===== src/rtl/conv_addr_seq.sv =====
// Convolution address sequencer: walks output pixels in row-major order and, for each,
// streams channel/filter-row address pairs to the PE array using only adders per beat.
module conv_addr_seq #(
  parameter int Ma  = 16,
  parameter int S_f = 5,
  parameter int N_f = 6
) (
  input  logic          clk,
  input  logic          rst,
  input  logic          start,
  input  logic [Ma-1:0] S_in,
  input  logic [Ma-1:0] N_ch,
  input  logic [1:0]    stride,
  input  logic          ready,
  output logic          busy,
  output logic          done,
  output logic          err,
  output logic          v_out,
  output logic [Ma-1:0] Ai,
  output logic [Ma-1:0] Aw,
  output logic [Ma-1:0] Awf,
  output logic          acc_first,
  output logic          acc_last,
  output logic [Ma-1:0] Ao,
  output logic [Ma-1:0] o_row,
  output logic [Ma-1:0] o_col
);

  if (S_f < 1 || N_f < 1) begin : g_param_check
    $error("conv_addr_seq: S_f and N_f must be at least 1");
  end

  localparam logic [Ma-1:0] SF      = Ma'(S_f);
  localparam logic [Ma-1:0] SF_LAST = Ma'(S_f - 1);
  localparam logic [Ma-1:0] SF_SQ   = Ma'(S_f * S_f);
  localparam logic [Ma-1:0] ONE     = Ma'(1);
  localparam logic [Ma-1:0] THREE   = Ma'(3);

  typedef enum logic [1:0] {IDLE, RUN, DONE, ERR} state_t;

  state_t state, state_next;

  logic          cfg_bad;
  logic [Ma-1:0] stride_ext;
  logic [Ma-1:0] diff;
  logic [Ma-1:0] sco_last_calc;

  logic [Ma-1:0] s_in_q, n_ch_q, stride_q;
  logic [Ma-1:0] plane_q, row_step_q, awf_q, sco_last_q;
  logic [Ma-1:0] r_q, c_q, col_q, row_q;
  logic [Ma-1:0] ai_q, ch_base_q, pix_base_q, row_base_q, aw_q, ao_q;

  logic r_end, c_end, col_end, row_end, last_beat, accept;

  // Config check and last output index (S_C_o-1); the divide only feeds the latch.
  always_comb begin
    stride_ext    = {{(Ma-2){1'b0}}, stride};
    diff          = S_in - SF;
    cfg_bad       = (S_in < SF) || (N_ch == '0) || (stride == 2'd0);
    sco_last_calc = '0;
    case (stride)
      2'd1:    sco_last_calc = diff;
      2'd2:    sco_last_calc = diff >> 1;
      2'd3:    sco_last_calc = diff / THREE;
      default: sco_last_calc = '0;
    endcase
  end

  always_comb begin
    r_end     = (r_q == SF_LAST);
    c_end     = (c_q == n_ch_q - ONE);
    col_end   = (col_q == sco_last_q);
    row_end   = (row_q == sco_last_q);
    last_beat = r_end && c_end && col_end && row_end;
    accept    = (state == RUN) && ready;
  end

  always_ff @(posedge clk or negedge rst) begin
    if (!rst) begin
      state <= IDLE;
    end else begin
      state <= state_next;
    end
  end

  // Data outputs are gated by RUN so every output reads 0 outside a run.
  always_comb begin
    state_next = state;
    busy       = 1'b0;
    done       = 1'b0;
    err        = 1'b0;
    v_out      = 1'b0;
    Ai         = '0;
    Aw         = '0;
    Awf        = '0;
    acc_first  = 1'b0;
    acc_last   = 1'b0;
    Ao         = '0;
    o_row      = '0;
    o_col      = '0;
    case (state)
      IDLE: begin
        if (start) state_next = cfg_bad ? ERR : RUN;
      end
      RUN: begin
        busy      = 1'b1;
        v_out     = 1'b1;
        Ai        = ai_q;
        Aw        = aw_q;
        Awf       = awf_q;
        acc_first = (c_q == '0) && (r_q == '0);
        acc_last  = c_end && r_end;
        Ao        = ao_q;
        o_row     = row_q;
        o_col     = col_q;
        if (ready && last_beat) state_next = DONE;
      end
      DONE: begin
        done       = 1'b1;
        state_next = IDLE;
      end
      ERR: begin
        err        = 1'b1;
        state_next = IDLE;
      end
      default: state_next = IDLE;
    endcase
  end

  // Base registers: pixel row, pixel, channel and beat addresses advance by precomputed steps.
  always_ff @(posedge clk or negedge rst) begin
    if (!rst) begin
      s_in_q     <= '0;
      n_ch_q     <= '0;
      stride_q   <= '0;
      plane_q    <= '0;
      row_step_q <= '0;
      awf_q      <= '0;
      sco_last_q <= '0;
      r_q        <= '0;
      c_q        <= '0;
      col_q      <= '0;
      row_q      <= '0;
      ai_q       <= '0;
      ch_base_q  <= '0;
      pix_base_q <= '0;
      row_base_q <= '0;
      aw_q       <= '0;
      ao_q       <= '0;
    end else if (state == IDLE && start && !cfg_bad) begin
      s_in_q     <= S_in;
      n_ch_q     <= N_ch;
      stride_q   <= stride_ext;
      plane_q    <= S_in * S_in;
      row_step_q <= stride_ext * S_in;
      awf_q      <= SF_SQ * N_ch;
      sco_last_q <= sco_last_calc;
      r_q        <= '0;
      c_q        <= '0;
      col_q      <= '0;
      row_q      <= '0;
      ai_q       <= '0;
      ch_base_q  <= '0;
      pix_base_q <= '0;
      row_base_q <= '0;
      aw_q       <= '0;
      ao_q       <= '0;
    end else if (accept) begin
      aw_q <= aw_q + SF;
      if (!r_end) begin
        r_q  <= r_q + ONE;
        ai_q <= ai_q + s_in_q;
      end else begin
        r_q <= '0;
        if (!c_end) begin
          c_q       <= c_q + ONE;
          ch_base_q <= ch_base_q + plane_q;
          ai_q      <= ch_base_q + plane_q;
        end else begin
          c_q  <= '0;
          aw_q <= '0;
          ao_q <= ao_q + ONE;
          if (!col_end) begin
            col_q      <= col_q + ONE;
            pix_base_q <= pix_base_q + stride_q;
            ch_base_q  <= pix_base_q + stride_q;
            ai_q       <= pix_base_q + stride_q;
          end else begin
            col_q      <= '0;
            row_q      <= row_q + ONE;
            row_base_q <= row_base_q + row_step_q;
            pix_base_q <= row_base_q + row_step_q;
            ch_base_q  <= row_base_q + row_step_q;
            ai_q       <= row_base_q + row_step_q;
          end
        end
      end
    end
  end

endmodule


===== config.mk =====
export PLATFORM = sky130hd
export DESIGN_NAME = conv_addr_seq
export DESIGN_NICKNAME = d
export VERILOG_FILES = /design/src/rtl/conv_addr_seq.sv
export SDC_FILE = /design/constraint.sdc
export NUM_CORES = 1
export LEC_CHECK = 0
export ABC_AREA = 1
export BUFFER_PORTS_ARGS = -buffer_cell sky130_fd_sc_hd__buf_2
export CORE_ASPECT_RATIO = 1.2
export CORE_UTILIZATION = 40
export CTS_CLUSTER_SIZE = 24
export DETAILED_ROUTE_END_ITERATION = 8
export PLACE_DENSITY = 0.68
export SYNTH_ARGS = -nofsm -noshare
export SYNTH_HDL_FRONTEND = slang
export SYNTH_SLANG_ARGS = --single-unit
export TNS_END_PERCENT = 5

===== constraint.sdc =====
create_clock -name clk -period 7 [get_ports clk]
set_input_delay 0.35 -clock clk [delete_from_list [all_inputs] [get_ports clk]]
set_output_delay 0.35 -clock clk [all_outputs]
set_load 0.005 [all_outputs]

### Word level (Yosys, flattened, before mapping)

Index checks and enable logic that the tools add are counted.

| cells by class | value |
|---|---|
| add/sub/neg operators | 12 |
| multiply operators | 3 |
| div/mod/pow operators | 1 |
| $lt $le $gt $ge | 1 |
| eq/ne operators | 12 |
| muxes and demuxes | 58 |
| reductions and logical operators | 25 |

Operator list:

| kind | count |
|---|---|
| two-way mux 16 bit | 48 |
| adder 16 x 1 -> 16 bit, second input constant | 5 |
| adder 16 bit | 3 |
| == test 16 bit | 3 |
| logical NOT 16 bit | 3 |
| case mux 16 bit (3 select lines) | 1 |
| adder 16 x 2 -> 16 bit | 1 |
| adder 16 x 3 -> 16 bit, second input constant | 1 |
| divider 16 x 2 -> 16 bit, second input constant | 1 |
| == test 16 x 3 -> 1 bit, second input constant | 1 |
| less-than comparator 16 x 3 -> 1 bit, second input constant | 1 |
| multiplier 16 x 16 -> 16 bit | 1 |
| multiplier 2 x 16 -> 16 bit | 1 |
| multiplier 5 x 16 -> 16 bit, first input constant | 1 |
| subtractor 16 x 1 -> 16 bit, second input constant | 1 |
| subtractor 16 x 3 -> 16 bit, second input constant | 1 |
| == test 2 bit, second input constant | 4 |
| logical AND 1 bit | 8 |
| nonzero test 2 bit | 4 |
| two-way mux 2 bit | 3 |
| case mux 2 bit (3 select lines) | 1 |
| two-way mux 1 bit | 5 |
| == test 2 x 1 -> 1 bit, second input constant | 2 |
| logical NOT 2 bit | 2 |
| other kinds (8) | 10 |

| storage, ports and cells | value |
|---|---|
| bits in registers | 260 |
| input bits | 38 |
| output and inout port bits | 102 |
| logic and storage cells | 130 |

### Logic depth before layout (Yosys ltp)

| logic depth | value |
|---|---|
| word-level depth | 8 |
| mapped depth | 53 |
| gate-level depth less buffers | 52 |

### Worst setup path after synthesis

No wires, ideal clock.

| timing path | value |
|---|---|
| kind | input port to flip-flop |
| start | input S_in[2] |
| end | register plane_q[15] |
| library setup time | 0.130 ns |
| data arrival time | 5.075 ns |
| data required time | 6.870 ns |
| slack | 1.795 ns |
| cell stages on the path | 24 |
| path buffers | 2 |
| path through | buf_4 clkbuf_1 nand2_1 inv_1 fa_1 fa_1 ha_1 fa_1 inv_1 fa_1 fa_1 inv_1 ha_1 a21oi_1 o21ai_0 inv_1 nor2_1 o21ai_0 nand2_1 a21oi_1 nor2_1 nor2_1 xnor2_1 o21ai_0 |

| on the way | value |
|---|---|
| cells in the longest elaborated chain, start to end | 5 |
| elaborated cells on any way between the ends | 6 |
| classes of those cells | mul (1); order compare (1); reduce/logical (4) |

RTL lines:

| what | line | RTL |
|---|---|---|
| from (decl) | 11 | `input logic [Ma-1:0] S_in,` |
| parallel branches: the longest is 5 deep, another holds multiplier 16 x 16 -> 16 bit | -- |  |
| to (signal assigned) | 154 | `plane_q <= S_in * S_in;` |
| to (decl) | 49 | `logic [Ma-1:0] plane_q, row_step_q, awf_q, sco_last_q;` |

Parallel ways; which one is timed is not known.
A chain may end at the register's enable or synchronous reset.

### Final worst setup path

| timing path | value |
|---|---|
| start | register n_ch_q[0] |
| end | register row_q[14] |

| on the way | value |
|---|---|
| cells in the longest elaborated chain, start to end | 4 |

RTL lines:

| what | line | RTL |
|---|---|---|
| from (decl) | 48 | `logic [Ma-1:0] s_in_q, n_ch_q, stride_q;` |
| from (signal assigned) | 152 | `n_ch_q <= N_ch;` |
| subtractor 16 x 1 -> 16 bit | 71 | `c_end = (c_q == n_ch_q - ONE);` |
| == test 16 bit | 71 |  |
| nonzero test 2 bit (no line) | -- |  |
| AND reduction 4 bit (no line) | -- |  |
| to (signal assigned) | 190 | `row_q <= row_q + ONE;` |
| to (decl) | 50 | `logic [Ma-1:0] r_q, c_q, col_q, row_q;` |

No other way between the ends.

==> load_flow_metrics.sql <==
INSERT INTO impl_metrics (metric_group, metric, value, unit) VALUES
('outcome', 'outcome', 'finished clean', ''),
('sta', 'setup_violations', '0', ''),
('synthesis', 'synth_top_cell_by_area', 'sky130_fd_sc_hd__dfrtp_1', ''),
('synthesis', 'fraction_of_post_synthesis_cell_area_in_the_top_cell_type_by_area', '30.0', '%'),
('grt', 'busiest_layer', 'met2', ''),
('grt', 'grtUsageTotal', '20.9', '%'),
('synthesis', 'postSynthAreaPerCell', '7.47', 'sq um'),
('floorplanning', 'horiz_die_dim', '212', 'um'),
('synthesis', 'post_synth_edffs', '0', ''),
('grt', 'grt_antenna_before_repair', '1', ''),
('clocking', 'clock_sinks', '255', ''),
('power', 'leakage', '12.5', 'nW'),
('sta', 'finalCriticalPeriod', '6040', 'ps'),
('cells_and_area', 'num-fill-cells', '5349', ''),
('worst_setup_path', 'critical_path.slowest_cell', 'sky130_fd_sc_hd__dfrtp_1', ''),
('worst_setup_path', 'worst-r2r-cell-count', '37', ''),
('sta', 'max_clock_skew', '21.5', 'ps'),
('sta', 'max-slew-margin-rel', '29.1', '%'),
('hold_path', 'worst_hold_path_type', 'primary input to flip-flop', ''),
('worst_setup_path', 'critPathRequiredTime', '7450', 'ps'),
('grt', 'vias_in_the_first_global_route', '18000', ''),
('grt', 'pin_count_of_the_biggest_net_entering_global_routing', '99', ''),
('floorplanning', 'fp.dieH', '254', 'um'),
('floorplanning', 'core_region_area', '52500', 'sq um'),
('grt', 'grt_util_met2', '37.2', '%'),
('route', 'drt-pass1-iter-count', '7', ''),
('synthesis', 'synth.top_cells.by_area', 'sky130_fd_sc_hd__dfrtp_1 30%, sky130_fd_sc_hd__inv_1 9.7%, sky130_fd_sc_hd__ha_1 9.4%', ''),
('synthesis', 'synth.yosys.warnings', '0', ''),
('hold_path', 'min_path_cells', '3', ''),
('route', 'drt_iter0_markers', '1003', ''),
('worst_setup_path', 'worst_setup_path_end_kind', 'flip-flop', ''),
('grt', 'globalRoute.totalOverflow', '0', ''),
('power', 'power-per-cell-area', '374', 'nW/um^2'),
('synthesis', 'share_of_the_yosys_chip_area_belonging_to_registers', '30.0', '%'),
('sta', 'final.setup.tns', '0', 'ps'),
('cells_and_area', 'antenna_cells', '0', ''),
('sta', 'hold_viol_final', '0', ''),
('worst_setup_path', 'worstPathArrival', '6500', 'ps'),
('clocking', 'total_clock_buffers_created_by_cts', '27', ''),
('floorplanning', 'ios', '140', ''),
('cells_and_area', 'final_cell_count_no_fill', '3665', ''),
('cells_and_area', 'design.final.nets', '3221', ''),
('floorplanning', 'floorplan.initialDensity', '40.5', '%'),
('place', 'placed_cells', '3613', ''),
('clocking', 'cts_buffer_depth', '3', ''),
('place', 'hpwlAfterDp', '42100', 'um'),
('clocking', 'clkLatencyLatePin', '560', 'ps'),
('synthesis', 'mappedNetlistNets', '3126', ''),
('clocking', 'clk_pin_slew_worst_paths', '70', 'ps'),
('sta', 'finalCritPeriodShare', '86.3', '%'),
('cells_and_area', 'layout-area-overhead-vs-synth', '10.6', '%'),
('cells_and_area', 'final_design_area_no_fill', '23500', 'sq um'),
('power', 'power.ir.vdd_worst', '0.000236', 'V'),
('worst_setup_path', 'crit_buf_inv', '6', ''),
('grt', 'met3_usage', '1.79', '%'),
('route', 'avgViaCountPerCell', '5.01', ''),
('route', 'routed_wire_length_per_instance', '15.2', 'um'),
('worst_setup_path', 'highest_cell_delay_on_the_worst_timing_path', '390', 'ps'),
('flow_run', 'max_cap_viol_count', '0', ''),
('cells_and_area', 'fraction_of_final_layout_cells_with_drive_strength_greater_than_1', '9.43', '%'),
('place', 'io_buffer_count', '139', ''),
('worst_setup_path', 'cp_max_fo', '35', ''),
('floorplanning', 'floorplan.die_area', '54000', 'sq um'),
('grt', 'global_route_wire_length_before_repair', '90900', 'um'),
('synthesis', 'synth_ff_type', 'sky130_fd_sc_hd__dfrtp_1', ''),
('worst_setup_path', 'crit_family', 'simple AND/OR/NAND/NOR gates', ''),
('synthesis', 'synth-seq-cells', '255', ''),
('worst_setup_path', 'cp.depth', '37', ''),
('route', 'detail_route.drc_violations', '0', ''),
('route', 'finalWirelength', '55600', 'um'),
('place', 'placed_area', '22500', 'sq um');
cells in the mapped netlist (16+ instances only):
cell	instances
sky130_fd_sc_hd__fa_1	83
sky130_fd_sc_hd__nor4_1	20
sky130_fd_sc_hd__nor2_1	280
sky130_fd_sc_hd__o22ai_1	25
sky130_fd_sc_hd__nand3_1	85
sky130_fd_sc_hd__inv_1	547
sky130_fd_sc_hd__xor2_1	101
sky130_fd_sc_hd__a21oi_1	135
sky130_fd_sc_hd__xnor2_1	43
sky130_fd_sc_hd__nand2_2	16
sky130_fd_sc_hd__o21ai_0	204
sky130_fd_sc_hd__nand4_1	25
sky130_fd_sc_hd__dfrtp_1	255
sky130_fd_sc_hd__nor3_1	40
sky130_fd_sc_hd__ha_1	160
sky130_fd_sc_hd__clkbuf_1	67
sky130_fd_sc_hd__nand2_1	531
sky130_fd_sc_hd__o21bai_1	25
per-stage QoR:
| stage | hold slack, ps | power [mW] | utilization [%] | worst slack, ps |
|---|---|---|---|---|
| after floorplan | 54.4 | 5.96 | - | 1790 |
| after global placement | 429 | 7.24 | 43.0 | 708 |
| final | 77.0 | 8.78 | 44.7 | 957 |
| after global routing | 82.7 | 9.64 | 44.7 | 219 |
| after CTS | 65.0 | 8.85 | 44.7 | 442 |
| after detailed placement | 428 | 7.31 | 43.0 | 496 |
layout make-up:
cell class | count | area (sq um) | area share [%]
Sequential cell | 255 | 6380 | 27.2
Timing Repair Buffer | 152 | 810 | 3.45
Tap cell | 705 | 882 | 3.76
Clock buffer | 39 | 791 | 3.37
Clock inverter | 10 | 114 | 0.485
Inverter | 569 | 2140 | 9.11
Multi-Input combinational cell | 1935 | 12400 | 52.7
worst min-delay path, delay by kind of cell:
family	cells	cell delay, ps
and+or+nand+nor	1	60
buffers and inverters	1	120
AOI/OAI and AO/OA	1	70
kinds of logic after synthesis:
kind of cell / synth area share (%)
AO/OA/AOI/OAI: 13.2
multiplexers: 0.141
adder cells (fa/ha/maj): 17.2
flip-flops: 30.0
AND/OR/NAND/NOR: 21.7
buffers and inverters: 11.7
XOR/XNOR: 5.94
report_power, final:
part           leakage (nW)  switching [mW]  total [mW]  internal (mW)
Sequential             3.25           0.454        2.46           2.00
Clock                 0.446           0.633        1.49          0.859
Combinational          8.78            3.03        4.83           1.80
Total                  12.5            4.12        8.78           4.67
registers in the layout, summed over array words and instances, names as in the netlist:
name        flops
col_q          16
row_step_q     16
state           2
ao_q           16
awf_q          13
r_q            16
ch_base_q      16
pix_base_q     16
n_ch_q         16
c_q            16
s_in_q         16
row_q          16
plane_q        14
ai_q           16
sco_last_q     16
row_base_q     16
aw_q           16
stride_q        2
worst paths after layout:
path                                start         end  slack [ps]
worst max-delay path            n_ch_q[0]   row_q[14]         960
worst min-delay path              N_ch[1]   n_ch_q[1]          80
worst max register to register  n_ch_q[0]   row_q[14]         960
worst min register to register    ao_q[2]     ao_q[2]         460
max in group asynchronous             rst  s_in_q[11]        5030
min in group asynchronous             rst    awf_q[3]         390
timing repair:
item	4_1_cts	5_1_grt
setup buffers	0	2
hold buffers	1	0
hold endpoints to repair	96	0
gates resized for setup	0	1
endpoints found under the setup margin	0	13
routing by layer:
layer | share of wire (%) | vias up | routed length [um]
met2 | 49 | 350 | 27200
met5 | 0.018 | - | 10
met3 | 3.8 | 99 | 2120
met4 | 3.6 | 2 | 2020
met1 | 44 | 8690 | 24200
li1 | - | 9210 | -
cells in the final DEF (no fill, tap or decap), types with 12 or more instances in the layout:
cell type                   Yosys  final
sky130_fd_sc_hd__xnor2_1       43     43
sky130_fd_sc_hd__nand4_1       25     25
sky130_fd_sc_hd__dfrtp_1      255    255
sky130_fd_sc_hd__nand2_2       16     16
sky130_fd_sc_hd__o22ai_1       25     25
sky130_fd_sc_hd__a31oi_1       13     13
sky130_fd_sc_hd__xor2_1       101    101
sky130_fd_sc_hd__inv_1        547    547
sky130_fd_sc_hd__inv_2         15     14
sky130_fd_sc_hd__nor4_1        20     20
sky130_fd_sc_hd__o21ai_0      204    204
sky130_fd_sc_hd__fa_1          83     83
sky130_fd_sc_hd__nand2_1      531    531
sky130_fd_sc_hd__o21ai_1       12     12
sky130_fd_sc_hd__a21oi_1      135    135
sky130_fd_sc_hd__nor2_1       280    280
sky130_fd_sc_hd__buf_2          8    138
sky130_fd_sc_hd__nor3_1        40     40
sky130_fd_sc_hd__nand3_1       85     85
sky130_fd_sc_hd__clkbuf_16      0     27
sky130_fd_sc_hd__ha_1         160    160
sky130_fd_sc_hd__o21bai_1      25     25
Note: power is estimated with default switching activity, not from simulation.
